[config.mk]
export PLATFORM = sky130hd
export DESIGN_NAME = wb_dual_arbiter_flat
export DESIGN_NICKNAME = d
export VERILOG_FILES = /design/src/rtl/wb_dual_arbiter_pkg.sv /design/src/rtl/wb_dual_arbiter_if.sv /design/src/rtl/wb_dual_arbiter.sv /design/src/flat_wrapper.sv
export SDC_FILE = /design/constraint.sdc
export NUM_CORES = 1
export LEC_CHECK = 0
export CORE_AREA = 2 2 100 102
export CTS_BUF_LIST = sky130_fd_sc_hd__clkbuf_4 sky130_fd_sc_hd__clkbuf_8 sky130_fd_sc_hd__clkbuf_16
export DETAILED_ROUTE_END_ITERATION = 16
export DIE_AREA = 0 0 102 104
export GPL_TIMING_DRIVEN = 0
export PLACE_DENSITY = 0.68
export SLEW_MARGIN = 20
export SYNTH_ARGS = -nofsm -noshare
export SYNTH_HDL_FRONTEND = slang
export SYNTH_SLANG_ARGS = --single-unit
[constraint.sdc]
create_clock -name i_clk -period 3.55 [get_ports i_clk]
set_clock_uncertainty 0.15 [all_clocks]
set_input_delay 1.065 -clock i_clk [delete_from_list [all_inputs] [get_ports i_clk]]
set_output_delay 1.065 -clock i_clk [all_outputs]
set_load 0.01 [all_outputs]
[src/rtl/wb_dual_arbiter_pkg.sv]
// Shared definitions for the two-master Wishbone arbiter: owner state
// encoding and the outstanding-request ceiling.
package wbarb_pkg;

    typedef enum logic [1:0] {
        IDLE  = 2'b00,
        OWN_A = 2'b01,
        OWN_B = 2'b10
    } owner_e;

    // The owner is stalled once this many requests are outstanding.
    function automatic int unsigned full_level(input int unsigned lg);
        return (32'd1 << lg) - 32'd1;
    endfunction

endpackage

[src/rtl/wb_dual_arbiter_if.sv]
// Pipelined Wishbone bus bundle; a master drives the request side and a
// slave drives the response side.
interface wb_dual_arbiter_if #(
    parameter int AW = 15,
    parameter int DW = 32
) ();

    logic          cyc;
    logic          stb;
    logic          we;
    logic [AW-1:0] addr;
    logic [DW-1:0] wdata;
    logic          ack;
    logic          stall;
    logic          err;
    logic [DW-1:0] rdata;

    modport master (
        output cyc, stb, we, addr, wdata,
        input  ack, stall, err, rdata
    );

    modport slave (
        input  cyc, stb, we, addr, wdata,
        output ack, stall, err, rdata
    );

endinterface

[src/rtl/wb_dual_arbiter.sv]
// Two-master, one-slave pipelined Wishbone arbiter. Ownership is held per
// bus cycle; outstanding requests are counted so acks reach only the owner.
module wb_dual_arbiter
    import wbarb_pkg::*;
#(
    parameter int AW    = 15,
    parameter int DW    = 32,
    parameter int LGMAX = 4,
    parameter bit RR    = 1'b1
) (
    input  logic                  i_clk,
    input  logic                  i_rst,
    wb_dual_arbiter_if.slave      a_if,
    wb_dual_arbiter_if.slave      b_if,
    wb_dual_arbiter_if.master     wb_if
);

    localparam logic [LGMAX-1:0] FULL_LVL = LGMAX'(full_level(LGMAX));

    owner_e           owner_q, owner_d;
    owner_e           last_q, last_d;
    logic [LGMAX-1:0] count_q, count_d;

    logic          own_cyc;
    logic          own_stb;
    logic          own_we;
    logic [AW-1:0] own_addr;
    logic [DW-1:0] own_wdata;
    logic          full;
    logic          stb_fwd;
    logic          accept;
    logic          ack_ok;
    logic          abort;

    always_comb begin
        own_cyc   = 1'b0;
        own_stb   = 1'b0;
        own_we    = 1'b0;
        own_addr  = '0;
        own_wdata = '0;
        case (owner_q)
            OWN_A: begin
                own_cyc   = a_if.cyc;
                own_stb   = a_if.stb;
                own_we    = a_if.we;
                own_addr  = a_if.addr;
                own_wdata = a_if.wdata;
            end
            OWN_B: begin
                own_cyc   = b_if.cyc;
                own_stb   = b_if.stb;
                own_we    = b_if.we;
                own_addr  = b_if.addr;
                own_wdata = b_if.wdata;
            end
            default: ;
        endcase
    end

    assign full    = (count_q == FULL_LVL);
    assign stb_fwd = own_cyc & own_stb & ~full;
    assign accept  = stb_fwd & ~wb_if.stall;
    assign ack_ok  = wb_if.ack & (count_q != '0);
    // The owner releasing cyc with requests in flight abandons them.
    assign abort   = (owner_q != IDLE) & ~own_cyc;

    assign wb_if.cyc   = own_cyc;
    assign wb_if.stb   = stb_fwd;
    assign wb_if.we    = own_we;
    assign wb_if.addr  = own_addr;
    assign wb_if.wdata = own_wdata;

    assign a_if.stall = (owner_q != OWN_A) | full | wb_if.stall;
    assign a_if.ack   = ack_ok & (owner_q == OWN_A);
    assign a_if.err   = wb_if.err & (owner_q == OWN_A);
    assign a_if.rdata = wb_if.rdata;

    assign b_if.stall = (owner_q != OWN_B) | full | wb_if.stall;
    assign b_if.ack   = ack_ok & (owner_q == OWN_B);
    assign b_if.err   = wb_if.err & (owner_q == OWN_B);
    assign b_if.rdata = wb_if.rdata;

    always_comb begin
        owner_d = owner_q;
        last_d  = last_q;
        case (owner_q)
            IDLE: begin
                if (a_if.cyc && b_if.cyc)
                    owner_d = (RR && (last_q == OWN_A)) ? OWN_B : OWN_A;
                else if (a_if.cyc)
                    owner_d = OWN_A;
                else if (b_if.cyc)
                    owner_d = OWN_B;
            end
            OWN_A: if (!a_if.cyc) owner_d = b_if.cyc ? OWN_B : IDLE;
            OWN_B: if (!b_if.cyc) owner_d = a_if.cyc ? OWN_A : IDLE;
            default: owner_d = IDLE;
        endcase
        if ((owner_d != IDLE) && (owner_d != owner_q))
            last_d = owner_d;
    end

    // A bus error invalidates everything in flight, like an abort.
    always_comb begin
        count_d = count_q;
        if (abort || wb_if.err)
            count_d = '0;
        else if (accept && !ack_ok)
            count_d = count_q + 1'b1;
        else if (!accept && ack_ok)
            count_d = count_q - 1'b1;
    end

    always_ff @(posedge i_clk) begin
        if (i_rst) begin
            owner_q <= IDLE;
            last_q  <= OWN_B;
            count_q <= '0;
        end else begin
            owner_q <= owner_d;
            last_q  <= last_d;
            count_q <= count_d;
        end
    end

endmodule
[src/flat_wrapper.sv]
// flat-port wrapper written by rule: the top's interface ports become plain ports
module wb_dual_arbiter_flat import wbarb_pkg::*;
#(
    parameter int AW    = 15,
    parameter int DW    = 32,
    parameter int LGMAX = 4,
    parameter bit RR    = 1'b1
)
  (i_clk, i_rst, a_if_cyc, a_if_stb, a_if_we, a_if_addr, a_if_wdata, a_if_ack, a_if_stall, a_if_err, a_if_rdata, b_if_cyc, b_if_stb, b_if_we, b_if_addr, b_if_wdata, b_if_ack, b_if_stall, b_if_err, b_if_rdata, wb_if_cyc, wb_if_stb, wb_if_we, wb_if_addr, wb_if_wdata, wb_if_ack, wb_if_stall, wb_if_err, wb_if_rdata);
  wb_dual_arbiter_if #(.AW(AW), .DW(DW)) a_if_i ();
  wb_dual_arbiter_if #(.AW(AW), .DW(DW)) b_if_i ();
  wb_dual_arbiter_if #(.AW(AW), .DW(DW)) wb_if_i ();
  input  logic i_clk;
  input  logic i_rst;
  input wire logic [$bits(a_if_i.cyc)-1:0] a_if_cyc;
  input wire logic [$bits(a_if_i.stb)-1:0] a_if_stb;
  input wire logic [$bits(a_if_i.we)-1:0] a_if_we;
  input wire logic [$bits(a_if_i.addr)-1:0] a_if_addr;
  input wire logic [$bits(a_if_i.wdata)-1:0] a_if_wdata;
  output wire logic [$bits(a_if_i.ack)-1:0] a_if_ack;
  output wire logic [$bits(a_if_i.stall)-1:0] a_if_stall;
  output wire logic [$bits(a_if_i.err)-1:0] a_if_err;
  output wire logic [$bits(a_if_i.rdata)-1:0] a_if_rdata;
  input wire logic [$bits(b_if_i.cyc)-1:0] b_if_cyc;
  input wire logic [$bits(b_if_i.stb)-1:0] b_if_stb;
  input wire logic [$bits(b_if_i.we)-1:0] b_if_we;
  input wire logic [$bits(b_if_i.addr)-1:0] b_if_addr;
  input wire logic [$bits(b_if_i.wdata)-1:0] b_if_wdata;
  output wire logic [$bits(b_if_i.ack)-1:0] b_if_ack;
  output wire logic [$bits(b_if_i.stall)-1:0] b_if_stall;
  output wire logic [$bits(b_if_i.err)-1:0] b_if_err;
  output wire logic [$bits(b_if_i.rdata)-1:0] b_if_rdata;
  output wire logic [$bits(wb_if_i.cyc)-1:0] wb_if_cyc;
  output wire logic [$bits(wb_if_i.stb)-1:0] wb_if_stb;
  output wire logic [$bits(wb_if_i.we)-1:0] wb_if_we;
  output wire logic [$bits(wb_if_i.addr)-1:0] wb_if_addr;
  output wire logic [$bits(wb_if_i.wdata)-1:0] wb_if_wdata;
  input wire logic [$bits(wb_if_i.ack)-1:0] wb_if_ack;
  input wire logic [$bits(wb_if_i.stall)-1:0] wb_if_stall;
  input wire logic [$bits(wb_if_i.err)-1:0] wb_if_err;
  input wire logic [$bits(wb_if_i.rdata)-1:0] wb_if_rdata;
  assign a_if_i.cyc = a_if_cyc;
  assign a_if_i.stb = a_if_stb;
  assign a_if_i.we = a_if_we;
  assign a_if_i.addr = a_if_addr;
  assign a_if_i.wdata = a_if_wdata;
  assign a_if_ack = a_if_i.ack;
  assign a_if_stall = a_if_i.stall;
  assign a_if_err = a_if_i.err;
  assign a_if_rdata = a_if_i.rdata;
  assign b_if_i.cyc = b_if_cyc;
  assign b_if_i.stb = b_if_stb;
  assign b_if_i.we = b_if_we;
  assign b_if_i.addr = b_if_addr;
  assign b_if_i.wdata = b_if_wdata;
  assign b_if_ack = b_if_i.ack;
  assign b_if_stall = b_if_i.stall;
  assign b_if_err = b_if_i.err;
  assign b_if_rdata = b_if_i.rdata;
  assign wb_if_cyc = wb_if_i.cyc;
  assign wb_if_stb = wb_if_i.stb;
  assign wb_if_we = wb_if_i.we;
  assign wb_if_addr = wb_if_i.addr;
  assign wb_if_wdata = wb_if_i.wdata;
  assign wb_if_i.ack = wb_if_ack;
  assign wb_if_i.stall = wb_if_stall;
  assign wb_if_i.err = wb_if_err;
  assign wb_if_i.rdata = wb_if_rdata;
  wb_dual_arbiter #(.AW(AW), .DW(DW), .LGMAX(LGMAX), .RR(RR)) u_core (.i_clk(i_clk), .i_rst(i_rst), .a_if(a_if_i), .b_if(b_if_i), .wb_if(wb_if_i));
endmodule
* Yosys cells after proc, flatten, opt, wreduce, memory -nomap -nowiden *
Cells that the tools add are included.

word-level totals
  register bits = 8
  input bits = 137

cells by class
  reductions and logical operators = 13
  muxes and demuxes = 16
  add/subtract/negate cells = 2
  bitwise operators = 16
  eq/ne operators = 7

operator list
  cell                                                                 count
  32-bit one-hot mux with 2 select lines                               1
  15-bit one-hot mux with 2 select lines                               1
  2-bit two-way mux                                                    7
  1-bit AND                                                            9
  4-bit two-way mux                                                    2
  1-bit one-hot mux with 2 select lines                                3
  2-bit one-hot mux with 3 select lines                                1
  2-bit nonzero test                                                   3
  4-bit by 1-bit adder with 4-bit output (second input constant)       1
  2-bit by 1-bit == test with 1-bit output (second input constant)     2
  4-bit == test (second input constant)                                1
  1-bit logical AND                                                    4
  1-bit bitwise OR                                                     4
  4-bit nonzero test                                                   1
  4-bit by 1-bit subtractor with 4-bit output (second input constant)  1
  1-bit NOT                                                            3
  2-bit == test (second input constant)                                1
  1-bit zero test                                                      2
  2-bit zero test                                                      1
  2-bit by 1-bit != test with 1-bit output (second input constant)     1
  2-bit != test                                                        1
  2-bit != test (second input constant)                                1
  2-bit OR reduction                                                   1
  1-bit logical OR                                                     1
  1-bit two-way mux                                                    1

* Depth between registers and ports, before layout *
Gate-level depths: netlist (run 1).

  depth in word-level cells = 9
  mapped depth = 15

* Worst setup path after synthesis (run 1) *
OpenSTA, ideal clock, no wires.

  path kind = in2reg
  start = input b_if_cyc
  end = register u_core.count_q[3]
  arrival = 3296 ps
  data required time = 3329 ps
  library setup time = 71 ps
  path slack = 33 ps
  stages = 12
  buffers on the path = 0
  cells stage by stage = a22oi_1 nor2b_1 nor3b_1 nor2b_1 ha_1 inv_1 ha_1 a21o_1 a21oi_1 xnor2_1 or3_1 a21oi_1

on the way
  word-level cells in the longest chain between the ends = 7

ends and longest elaborated chain
  element                                    line                    text
  from (decl)                                flat_wrapper.sv:24      input wire logic [$bits(b_if_i.cyc)-1:0] b_if_cyc;
  1-bit one-hot mux with 2 select lines (*)  wb_dual_arbiter.sv:41   case (owner_q)
  net wb_if_cyc                              flat_wrapper.sv:33      output wire logic [$bits(wb_if_i.cyc)-1:0] wb_if_cyc;
  1-bit AND (*) (2 in a row)                 wb_dual_arbiter.sv:61   assign stb_fwd = own_cyc & own_stb & ~full;
  net wb_if_stb                              flat_wrapper.sv:34      output wire logic [$bits(wb_if_i.stb)-1:0] wb_if_stb;
  1-bit AND (*)                              wb_dual_arbiter.sv:62   assign accept = stb_fwd & ~wb_if.stall;
  1-bit zero test                            wb_dual_arbiter.sv:110  else if (!accept && ack_ok)
  1-bit logical AND                          wb_dual_arbiter.sv:110
  2-bit nonzero test (no line)               -
  to (signal assigned)                       wb_dual_arbiter.sv:122  count_q <= count_d;
  to (decl)                                  wb_dual_arbiter.sv:22   logic [LGMAX-1:0] count_q, count_d;

Mark *: on every way through the listed nets, which the timed path passes. The rest lies on a longest branch.
A chain may end at the register's enable or synchronous reset.

* Final worst setup path (run 1) *
  start = input b_if_wdata[22]
  end = output wb_if_wdata[22]

on the way
  word-level cells in the longest chain between the ends = 1

ends and longest elaborated chain
  element                                 line                   text
  from (decl)                             flat_wrapper.sv:28     input wire logic [$bits(b_if_i.wdata)-1:0] b_if_wdata;
  32-bit one-hot mux with 2 select lines  wb_dual_arbiter.sv:41
  to (decl)                               flat_wrapper.sv:37     output wire logic [$bits(wb_if_i.wdata)-1:0] wb_if_wdata;

Every way passes these cells.

==> results of run 1 <==
==> critical path, cell delays in order <==
cell,delay [ps]
sky130_fd_sc_hd__clkdlybuf4s50_1,470
sky130_fd_sc_hd__a22oi_1,100
sky130_fd_sc_hd__nor2b_1,140
sky130_fd_sc_hd__clkdlybuf4s50_1,540
==> power breakdown <==
part           switching (mW)  internal [mW]
clock network          0.0358         0.0735
registers              0.0150          0.101
logic                   0.287          0.436
==> repair_timing <==
item,in CTS,in global routing
endpoints found under the setup margin,57,47
gates resized for setup,32,37
pin swaps,0,1
setup buffers,0,2
==> stage by stage <==
stage | hold WS [ps] | cells
after floorplan | 317 | 263
after global placement | 338 | 620
after detailed placement | 353 | 620
after CTS | 361 | 623
after global routing | 419 | 625
final | 380 | 625
==> path summary, 6_finish.rpt <==
check,startpoint,end,cells past startpoint
setup / recovery,b_if_wdata[22],wb_if_wdata[22],4
hold / removal,u_core.count_q[3],u_core.count_q[3],2
setup reg to reg,u_core.owner_q[0],u_core.count_q[3],15
hold reg to reg,u_core.count_q[3],u_core.count_q[3],2
==> routing by layer <==
metal	track usage [%]	wire, um
met1	16.6	3250
met2	28.8	4630
met3	3.43	736
met4	4.00	142
met5	0	0
==> registers in the layout, indices dropped and copies added, names as in the netlist <==
signal	cells
u_core.count_q	4
u_core.last_q	2
u_core.owner_q	2
==> cell families after synthesis <==
| family | Yosys count | share of synthesized area (%) |
|---|---|---|
| multiplexers | 2 | 1.04 |
| buffers and inverters | 87 | 29.7 |
| adder cells (fa/ha/maj) | 8 | 5.60 |
| XOR/XNOR | 3 | 1.37 |
| AND/OR/NAND/NOR | 84 | 26.0 |
| AO/OA/AOI/OAI | 71 | 28.0 |
| flip-flops | 8 | 8.33 |
==> cell usage in the layout (no fill, tap or decap), types with 2 or more instances in the layout <==
| cell type | synthesis | final |
|---|---|---|
| sky130_fd_sc_hd__o21ai_0 | 2 | 2 |
| sky130_fd_sc_hd__nand2b_1 | 5 | 5 |
| sky130_fd_sc_hd__a21oi_1 | 5 | 3 |
| sky130_fd_sc_hd__a211oi_1 | 2 | 2 |
| sky130_fd_sc_hd__dlymetal6s2s_1 | 0 | 19 |
| sky130_fd_sc_hd__and2_1 | 4 | 4 |
| sky130_fd_sc_hd__clkbuf_8 | 0 | 4 |
| sky130_fd_sc_hd__buf_2 | 1 | 4 |
| sky130_fd_sc_hd__nand2_1 | 4 | 4 |
| sky130_fd_sc_hd__nor2b_1 | 50 | 48 |
| sky130_fd_sc_hd__dlygate4sd2_1 | 0 | 4 |
| sky130_fd_sc_hd__o31ai_1 | 2 | 2 |
| sky130_fd_sc_hd__mux2i_1 | 2 | 2 |
| sky130_fd_sc_hd__xnor2_1 | 2 | 2 |
| sky130_fd_sc_hd__buf_4 | 65 | 70 |
| sky130_fd_sc_hd__clkbuf_4 | 0 | 4 |
| sky130_fd_sc_hd__clkbuf_2 | 0 | 4 |
| sky130_fd_sc_hd__dfxtp_1 | 8 | 6 |
| sky130_fd_sc_hd__nand3_1 | 2 | 2 |
| sky130_fd_sc_hd__inv_1 | 6 | 5 |
| sky130_fd_sc_hd__nor2_1 | 10 | 10 |
| sky130_fd_sc_hd__a22oi_1 | 50 | 49 |
| sky130_fd_sc_hd__a21oi_2 | 1 | 3 |
| sky130_fd_sc_hd__nor2b_2 | 0 | 2 |
| sky130_fd_sc_hd__or3_1 | 3 | 3 |
| sky130_fd_sc_hd__clkbuf_1 | 11 | 2 |
| sky130_fd_sc_hd__ha_1 | 7 | 5 |
| sky130_fd_sc_hd__clkdlybuf4s50_1 | 0 | 199 |
==> cell type report <==
cell class                      count  area share, %
Timing Repair Buffer              226           50.8
Multi-Input combinational cell    168           27.3
Buffer                             81           13.1
Tap cell                          133           3.69
Sequential cell                     8           3.67
Clock buffer                        3          0.916
Inverter                            6          0.500
==> summary.log, run 1 <==
INFO  status         outcome=finished clean
INFO  routing        drtIter0Drc=70
INFO  logic_synthesis synth_seq_cells=8
INFO  logic_synthesis ys.warnings.count=0
INFO  sta            setup_viol=0
INFO  pwr            p_leak=2.04nW
INFO  floorplanning  placement_rows=36
INFO  grt            grt_pass1_vias=2770
INFO  logic_synthesis synth-seq-area-share=8.33%
INFO  sta            fmax=283MHz
INFO  logic_synthesis synth-main-ff-cell=sky130_fd_sc_hd__dfxtp_1
INFO  place          io_buffer_count=224
INFO  critical_path  timing.critical_path.arrival=2320ps
INFO  sta            grt_setup_unrepaired=true
INFO  clocking       tritoncts=done
INFO  clocking       clock_sinks=8
INFO  routing        drt.antenna.violating_nets=0
INFO  sta            maxSlewHeadroom=65.0%
INFO  clocking       cts_buffers=3
INFO  cells_and_area fin_nets=639
INFO  clocking       cts.htree.levels=1
INFO  logic_synthesis synthCells=263
INFO  pwr            report.power.total=948uW
INFO  floorplanning  die_w=102um
INFO  clocking       cts.clk_slew.worst_paths=40ps
INFO  cells_and_area final_design_area_no_fill=4510um^2
INFO  routing        drt-pass1-iter-count=4
INFO  place          globalplace.congestion=0.806
INFO  critical_path  critical_path_required=2330ps
INFO  routing        drt-vias-per-instance=4.35
INFO  floorplanning  num_io_pins=257
INFO  place          post-dp-hpwl=7430um
INFO  place          dpl_worst_slack=-700ps
INFO  cells_and_area drive_above_1_share=20.9%
INFO  logic_synthesis most_frequent_cell_after_synthesis=sky130_fd_sc_hd__buf_4
INFO  min_path       worst_hold_path_type=reg2reg
INFO  cells_and_area multi_input_logic_area=1230um^2
INFO  logic_synthesis async_reset_ff_share=0%
INFO  sta            setup_total_negative_slack=0ps
INFO  pwr            worst_ir_drop_vdd=0.0830mV
INFO  sta            post-route-worst-setup-slack=14.3ps
INFO  logic_synthesis yosysUniqueCellTypes=39
INFO  logic_synthesis syn-num-nets=408
INFO  critical_path  startpoint_type=input pin
INFO  sta            measured_slew_at_the_worst_slew_check_pin=520ps
INFO  pwr            pwr_density_cell=210nW/um^2
INFO  logic_synthesis top_post_synthesis_cells_by_count=sky130_fd_sc_hd__buf_4 (65), sky130_fd_sc_hd__a22oi_1 (50), sky130_fd_sc_hd__nor2b_1 (50)
INFO  logic_synthesis synth.cell_area=1920um^2
INFO  routing        drt-total-wl=8760um
INFO  logic_synthesis yosys.area.top_type_share=25.4%
INFO  routing        post_drt_wl_per_cell=14.0um
INFO  sta            final.min_clock_period=3540ps
INFO  clocking       worstSkewPairLatency=230ps
INFO  logic_synthesis yosys-top-cells-area=sky130_fd_sc_hd__buf_4 (25%), sky130_fd_sc_hd__a22oi_1 (20%), sky130_fd_sc_hd__nor2b_1 (16%)
INFO  cells_and_area areaGrowthSynthToFinish=134%
INFO  critical_path  path_max_fanout=1
INFO  clocking       cts_max_path_buffers=2
INFO  clocking       hold_fix_buffer_count_after_cts=0
INFO  cells_and_area filler_cell_count=974
INFO  floorplanning  start_util=20.1%
INFO  cells_and_area utilization=47.2%
INFO  routing        vias=2721
INFO  floorplanning  core_area=9550um^2
INFO  logic_synthesis syn_area_per_cell=7.31um^2
INFO  grt            wire_length_of_the_first_global_routing_pass=13200um
INFO  sta            final-hold-violation-count=0
INFO  critical_path  r2r_slack=280ps
INFO  grt            groute.usage.overall=15.2%
INFO  floorplanning  dieArea=10600um^2
INFO  critical_path  critPathKind=in2out
INFO  logic_synthesis netlist.top_cell.by_area=sky130_fd_sc_hd__buf_4
INFO  floorplanning  die_height=104um
INFO  critical_path  cp-end-kind=output pin
INFO  sta            slew_violations=0
INFO  cells_and_area regArea=165um^2
INFO  grt            antenna_violations_before_repair=0
INFO  sta            layout_worst_path_cycle_share=99.6%
INFO  clocking       cts_root_buffer=sky130_fd_sc_hd__clkbuf_8
INFO  flow_run       drv.max_cap_violation_count=0
INFO  logic_synthesis post_synth_edffs=0
INFO  grt            grt_max_degree=11
INFO  place          placement.cell_area=4330um^2
INFO  grt            grt_overflow_total=0
INFO  cells_and_area antenna_cells=0
INFO  routing        drt_drc_violations_left=0
No activity file was read; power rests on OpenSTA's default activity.
==> run 2, diff against run 1 <==
CELL_PAD_IN_SITES_DETAIL_PLACEMENT = 1   (was not set)
CELL_PAD_IN_SITES_GLOBAL_PLACEMENT = 2   (was not set)
CORE_AREA = not set   (was 2 2 100 102)
CORE_MARGIN = 1.5   (was not set)
CORE_UTILIZATION = 11   (was not set)
DIE_AREA = not set   (was 0 0 102 104)
PLACE_DENSITY = 0.84   (was 0.68)
==> run 2 against run 1 <==
Against the previous run:
- flip-flop and latch count is the same
- non-clock buffer count is the same
- cell count is 15% higher
- fmax about the same
- clock power rose by 72%
- power is 11% higher
- via count is 2.7% higher
- sequential power hardly changed
- largest power group unchanged
- highest routed layer unchanged
==> summary.log, run 2 (synthesis gave the netlist of run 1 again) <==
INFO  critical_path  critical_path_required=2330ps
INFO  cells_and_area mostFrequentLayoutCells=sky130_fd_sc_hd__clkdlybuf4s50_1 (195), sky130_fd_sc_hd__buf_4 (72), sky130_fd_sc_hd__a22oi_1 (50)
INFO  grt            busiest_layer=met2
INFO  clocking       clock_sinks=8
INFO  status         outcome=finished clean
INFO  place          place.detailed.instances=712
INFO  grt            antenna_violations_before_repair=0
INFO  clocking       cts_max_path_buffers=2
INFO  clocking       hold_fix_buffer_count_after_cts=0
INFO  min_path       min_from=u_core.count_q[3]
INFO  cells_and_area largestRegisters=u_core.count_q (4), u_core.last_q (2), u_core.owner_q (2)
INFO  sta            grt_setup_unrepaired=true
INFO  routing        post_drt_wl_per_cell=14.3um
INFO  clocking       tritoncts=done
INFO  place          placement.cell_area=4450um^2
INFO  routing        vias=2794
INFO  floorplanning  dieArea=18300um^2
INFO  floorplanning  die_w=135um
INFO  cells_and_area drive_above_1_share=21.1%
INFO  critical_path  path_max_fanout=1
INFO  cells_and_area layout_commonest_cell=sky130_fd_sc_hd__clkdlybuf4s50_1
INFO  clocking       worstSkewPairLatency=230ps
INFO  floorplanning  start_util=11.2%
INFO  grt            global_route.usage.met2=21.7%
INFO  critical_path  timing.critical_path.arrival=2320ps
INFO  grt            grt_pass1_vias=3010
INFO  pwr            p_leak=2.10nW
INFO  floorplanning  placement_rows=48
INFO  sta            measured_slew_at_the_worst_slew_check_pin=539ps
INFO  grt            wire_length_of_the_first_global_routing_pass=14900um
INFO  sta            fin_hold_ws=391ps
INFO  critical_path  startpoint_type=input pin
INFO  cells_and_area antenna_cells=0
INFO  cells_and_area final_design_area_no_fill=4680um^2
INFO  cells_and_area filler_cell_count=2050
INFO  cells_and_area areaGrowthSynthToFinish=143%
INFO  routing        drtIter0Drc=33
INFO  place          io_buffer_count=224
INFO  critical_path  critPathKind=in2out
INFO  clocking       cts.htree.levels=1
INFO  flow_run       drv.max_cap_violation_count=0
INFO  floorplanning  core_area=17200um^2
INFO  critical_path  rr_endpoint=u_core.count_q[3]
INFO  sta            setup_total_negative_slack=0ps
INFO  min_path       worst_hold_path_type=reg2reg
INFO  sta            maxSlewHeadroom=63.7%
INFO  cells_and_area fin_nets=639
INFO  clocking       cts.clk_slew.worst_paths=40ps
INFO  critical_path  cp-end-kind=output pin
INFO  grt            grt.met3_usage=2.39%
INFO  grt            grt_max_degree=11
INFO  pwr            worst_ir_drop_vdd=0.126mV
INFO  routing        drt-pass1-iter-count=4
INFO  sta            layout_worst_path_cycle_share=99.6%
INFO  cells_and_area regArea=165um^2
INFO  routing        drt-vias-per-instance=3.90
INFO  sta            setup_viol=0
INFO  routing        drt.antenna.violating_nets=0
INFO  sta            final.min_clock_period=3540ps
INFO  critical_path  timing.reg2reg.worst_path_depth=15
INFO  routing        drt_drc_violations_left=0
INFO  routing        drt-total-wl=10300um
INFO  floorplanning  num_io_pins=257
INFO  cells_and_area post_layout_nonfiller_instances=717
INFO  clocking       cts_buffers=3
INFO  min_path       hold_end=u_core.count_q[3]
INFO  sta            fmax=283MHz
INFO  floorplanning  die_height=135um
INFO  min_path       min_path_cells=2
INFO  critical_path  r2r-start=u_core.owner_q[0]
INFO  place          post-dp-hpwl=9060um
INFO  grt            grt_overflow_total=0
INFO  cells_and_area largest_register=u_core.count_q
INFO  sta            final-hold-violation-count=0
INFO  grt            groute.usage.overall=10.2%
INFO  cells_and_area flip_flop_count_of_the_largest_register_after_layout=4
INFO  place          globalplace.congestion=0.798
INFO  grt            grt_use_met1=10.1%
INFO  cells_and_area multi_input_logic_area=1230um^2
INFO  critical_path  r2r_slack=240ps
INFO  sta            slew_violations=0
INFO  pwr            pwr_density_cell=225nW/um^2
INFO  clocking       cts_root_buffer=sky130_fd_sc_hd__clkbuf_16
## run 2: changes by cell type in the layout (fill, tap and decap cells not counted), moves of 2 or more
| cell | previous run | this run |
|---|---|---|
| sky130_fd_sc_hd__clkbuf_4 | 4 | 7 |
| sky130_fd_sc_hd__nor2b_2 | 2 | 4 |
| sky130_fd_sc_hd__nor2b_1 | 48 | 46 |
| sky130_fd_sc_hd__dlygate4sd2_1 | 4 | 6 |
| sky130_fd_sc_hd__clkbuf_8 | 4 | 1 |
| sky130_fd_sc_hd__buf_4 | 70 | 72 |
| sky130_fd_sc_hd__dlymetal6s2s_1 | 19 | 21 |
| sky130_fd_sc_hd__clkdlybuf4s50_1 | 199 | 195 |
| sky130_fd_sc_hd__clkbuf_16 | 0 | 3 |
| sky130_fd_sc_hd__clkbuf_2 | 4 | 0 |
## run 2: how the worst max path moves through the flow
stage / startpoint / endpoint
global placement: b_if_cyc / u_core.count_q[3]
finish: b_if_wdata[25] / wb_if_wdata[25]
floorplan: b_if_cyc / u_core.count_q[3]
CTS: u_core.owner_q[1] / wb_if_addr[1]
detailed placement: b_if_cyc / u_core.count_q[3]
global route: b_if_stb / u_core.count_q[3]
## run 2: metal layers
layer | up-vias | routed length [um]
met2 | 149 | 5910
met4 | 0 | 31
met5 | - | 0
met1 | 1325 | 3510
li1 | 1316 | -
met3 | 4 | 812
## run 2: layout make-up
| cell class | instances | area share [%] |
|---|---|---|
| well taps | 225 | 6.02 |
| clock buffers | 3 | 1.61 |
| inverters | 6 | 0.482 |
| flip-flops and latches | 8 | 3.53 |
| plain buffers | 81 | 12.9 |
| repair buffers | 226 | 49.0 |
| multi-input cells | 168 | 26.4 |
## run 2: critical path, cell delays in order
cell and delay (ps):
sky130_fd_sc_hd__clkdlybuf4s50_1 460, sky130_fd_sc_hd__a22oi_1 90, sky130_fd_sc_hd__nor2b_1 150, sky130_fd_sc_hd__clkdlybuf4s50_1 560
## run 2: stage by stage
stage	setup slack, ps	util, %	power, mW
2_1_floorplan	33.0	-	0.458
3_3_place_gp	-705	25.9	0.833
3_5_place_dp	-795	25.9	0.851
4_1_cts	-38.5	26.7	1.07
5_1_grt	-28.8	27.2	1.12
6_report	14.8	27.2	1.05
## run 2: power breakdown
group          internal, mW  total (mW)  switching [mW]
registers             0.101       0.117          0.0164
clock network         0.145       0.188          0.0432
logic                 0.444       0.749           0.305
## run 2: timing repair
| action | CTS | global route |
|---|---|---|
| setup buffers | 0 | 2 |
| resized for setup | 45 | 38 |
| pin swaps | 0 | 0 |
| endpoints found under the setup margin | 58 | 45 |
| cloned | 0 | 0 |
==> run 3, diff against run 2 <==
TNS_END_PERCENT = 50   (was not set)
==> run 3 against run 2 <==
Against the previous run:
- first-iteration DRC count up 6.1%
- design area rose by 0.16%
- core utilization about the same
- die area did not move
- fmax is 0.44% higher
- largest power group unchanged
- highest routed layer unchanged
==> summary.log, run 3 (synthesis gave the netlist of run 1 again) <==
INFO  floorplanning  core_area=17200um^2
INFO  sta            final.min_clock_period=3520ps
INFO  clocking       cts_max_path_buffers=2
INFO  cells_and_area antenna_cells=0
INFO  grt            grt_overflow_total=0
INFO  clocking       worstSkewPairLatency=230ps
INFO  clocking       cts_root_buffer=sky130_fd_sc_hd__clkbuf_16
INFO  cells_and_area flip_flop_count_of_the_largest_register_after_layout=4
INFO  routing        drt_drc_violations_left=0
INFO  critical_path  timing.critical_path.arrival=2300ps
INFO  sta            fin_hold_ws=391ps
INFO  place          io_buffer_count=224
INFO  sta            post-route-worst-setup-slack=30.2ps
INFO  sta            measured_slew_at_the_worst_slew_check_pin=546ps
INFO  min_path       worst_hold_path_type=reg2reg
INFO  cells_and_area largestRegisters=u_core.count_q (4), u_core.last_q (2), u_core.owner_q (2)
INFO  place          dpl_worst_slack=-795ps
INFO  clocking       tritoncts=done
INFO  pwr            p_leak=2.10nW
INFO  cells_and_area mostFrequentLayoutCells=sky130_fd_sc_hd__clkdlybuf4s50_1 (195), sky130_fd_sc_hd__buf_4 (71), sky130_fd_sc_hd__a22oi_1 (48)
INFO  place          place.detailed.instances=712
INFO  sta            fmax=284MHz
INFO  cells_and_area areaGrowthSynthToFinish=144%
INFO  cells_and_area drive_above_1_share=22.0%
INFO  critical_path  cp-end-kind=output pin
INFO  routing        vias=2799
INFO  cells_and_area multi_input_logic_area=1240um^2
INFO  pwr            pwr_density_cell=225nW/um^2
INFO  cells_and_area regArea=165um^2
INFO  clocking       cts.clk_slew.worst_paths=40ps
INFO  sta            slew_violations=0
INFO  cells_and_area filler_cell_count=2047
INFO  cells_and_area largest_register=u_core.count_q
INFO  sta            layout_worst_path_cycle_share=99.1%
INFO  routing        post_drt_wl_per_cell=14.3um
INFO  place          post-dp-hpwl=9060um
INFO  routing        drt-vias-per-instance=3.90
INFO  place          placement.cell_area=4450um^2
INFO  routing        drt.antenna.violating_nets=0
INFO  clocking       hold_fix_buffer_count_after_cts=0
INFO  critical_path  critPathKind=in2out
INFO  routing        drt-total-wl=10200um
INFO  grt            groute.usage.overall=10.2%
INFO  min_path       min_path_cells=2
INFO  critical_path  startpoint_type=input pin
INFO  sta            final-hold-violation-count=0
INFO  place          globalplace.congestion=0.798
INFO  routing        drtIter0Drc=35
INFO  sta            setup_viol=0
INFO  critical_path  critical_path_required=2330ps
INFO  floorplanning  num_io_pins=257
INFO  status         outcome=finished clean
INFO  clocking       cts_buffers=3
INFO  grt            grt_max_degree=11
INFO  grt            wire_length_of_the_first_global_routing_pass=14800um
INFO  critical_path  path_max_fanout=1
INFO  pwr            report.power.total=1.06mW
INFO  floorplanning  start_util=11.2%
INFO  sta            maxSlewHeadroom=63.2%
INFO  grt            antenna_violations_before_repair=0
INFO  cells_and_area final_design_area_no_fill=4680um^2
INFO  grt            grt_pass1_vias=3009
INFO  floorplanning  placement_rows=48
INFO  critical_path  timing.reg2reg.worst_path_depth=15
INFO  floorplanning  die_w=135um
INFO  flow_run       drv.max_cap_violation_count=0
INFO  pwr            worst_ir_drop_vdd=0.126mV
INFO  clocking       clock_sinks=8
INFO  floorplanning  dieArea=18300um^2
INFO  clocking       cts.htree.levels=1
INFO  floorplanning  die_height=135um
INFO  cells_and_area post_layout_nonfiller_instances=717
INFO  sta            grt_setup_unrepaired=true
INFO  routing        drt-pass1-iter-count=4
INFO  cells_and_area fin_nets=639
INFO  cells_and_area layout_commonest_cell=sky130_fd_sc_hd__clkdlybuf4s50_1
## run 3: cell count changes in the layout (fill, tap and decap cells not counted), sizes merged
| cell | previous run | this run |
|---|---|---|
| inv | 6 | 5 |
| clkbuf | 13 | 12 |
| clkinvlp | 0 | 1 |
| buf | 75 | 76 |
## run 3: critical path, cell delays in order
cell                              delay (ps)
sky130_fd_sc_hd__clkdlybuf4s50_1         460
sky130_fd_sc_hd__a22oi_1                  80
sky130_fd_sc_hd__nor2b_1                 140
sky130_fd_sc_hd__clkdlybuf4s50_1         560
## run 3: layout make-up
class	instances	share of cell area, %
Sequential cell	8	3.53
Timing Repair Buffer	226	48.9
Tap cell	225	6.01
Inverter	6	0.561
Clock buffer	3	1.60
Multi-Input combinational cell	168	26.6
Buffer	81	12.8
## run 3: timing repair
item / 4_1_cts / 5_1_grt
setup buffers: 0 / 2
endpoints found under the setup margin: 58 / 46
resized for setup: 43 / 41
## run 3: metal layers
| layer | global-route usage [%] | share of wire, % |
|---|---|---|
| met1 | 10.1 | 34 |
| met2 | 21.7 | 58 |
| met3 | 2.39 | 7.9 |
| met4 | 0.836 | 0.30 |
| met5 | 0 | 0 |
## run 3: path summary, 6_finish.rpt
check	startpoint	endpoint	slack, ps
max reg2reg	u_core.owner_q[0]	u_core.count_q[3]	250
min	u_core.count_q[3]	u_core.count_q[3]	390
max	b_if_wdata[4]	wb_if_wdata[4]	30
min reg2reg	u_core.count_q[3]	u_core.count_q[3]	390
## run 3: power breakdown
part	internal [mW]	total, mW	leakage [nW]	switching [mW]
Clock	0.145	0.188	0.0370	0.0428
Sequential	0.101	0.118	0.0663	0.0170
Combinational	0.443	0.750	2.00	0.307
Total	0.689	1.06	2.10	0.367
## run 3: metrics by stage
step / TNS [ps] / utilization (%)
after floorplan: 0 / -
after global placement: -10950 / 25.9
after detailed placement: -12760 / 25.9
after CTS: -81.8 / 26.7
after global routing: -29.0 / 27.3
final: 0 / 27.3
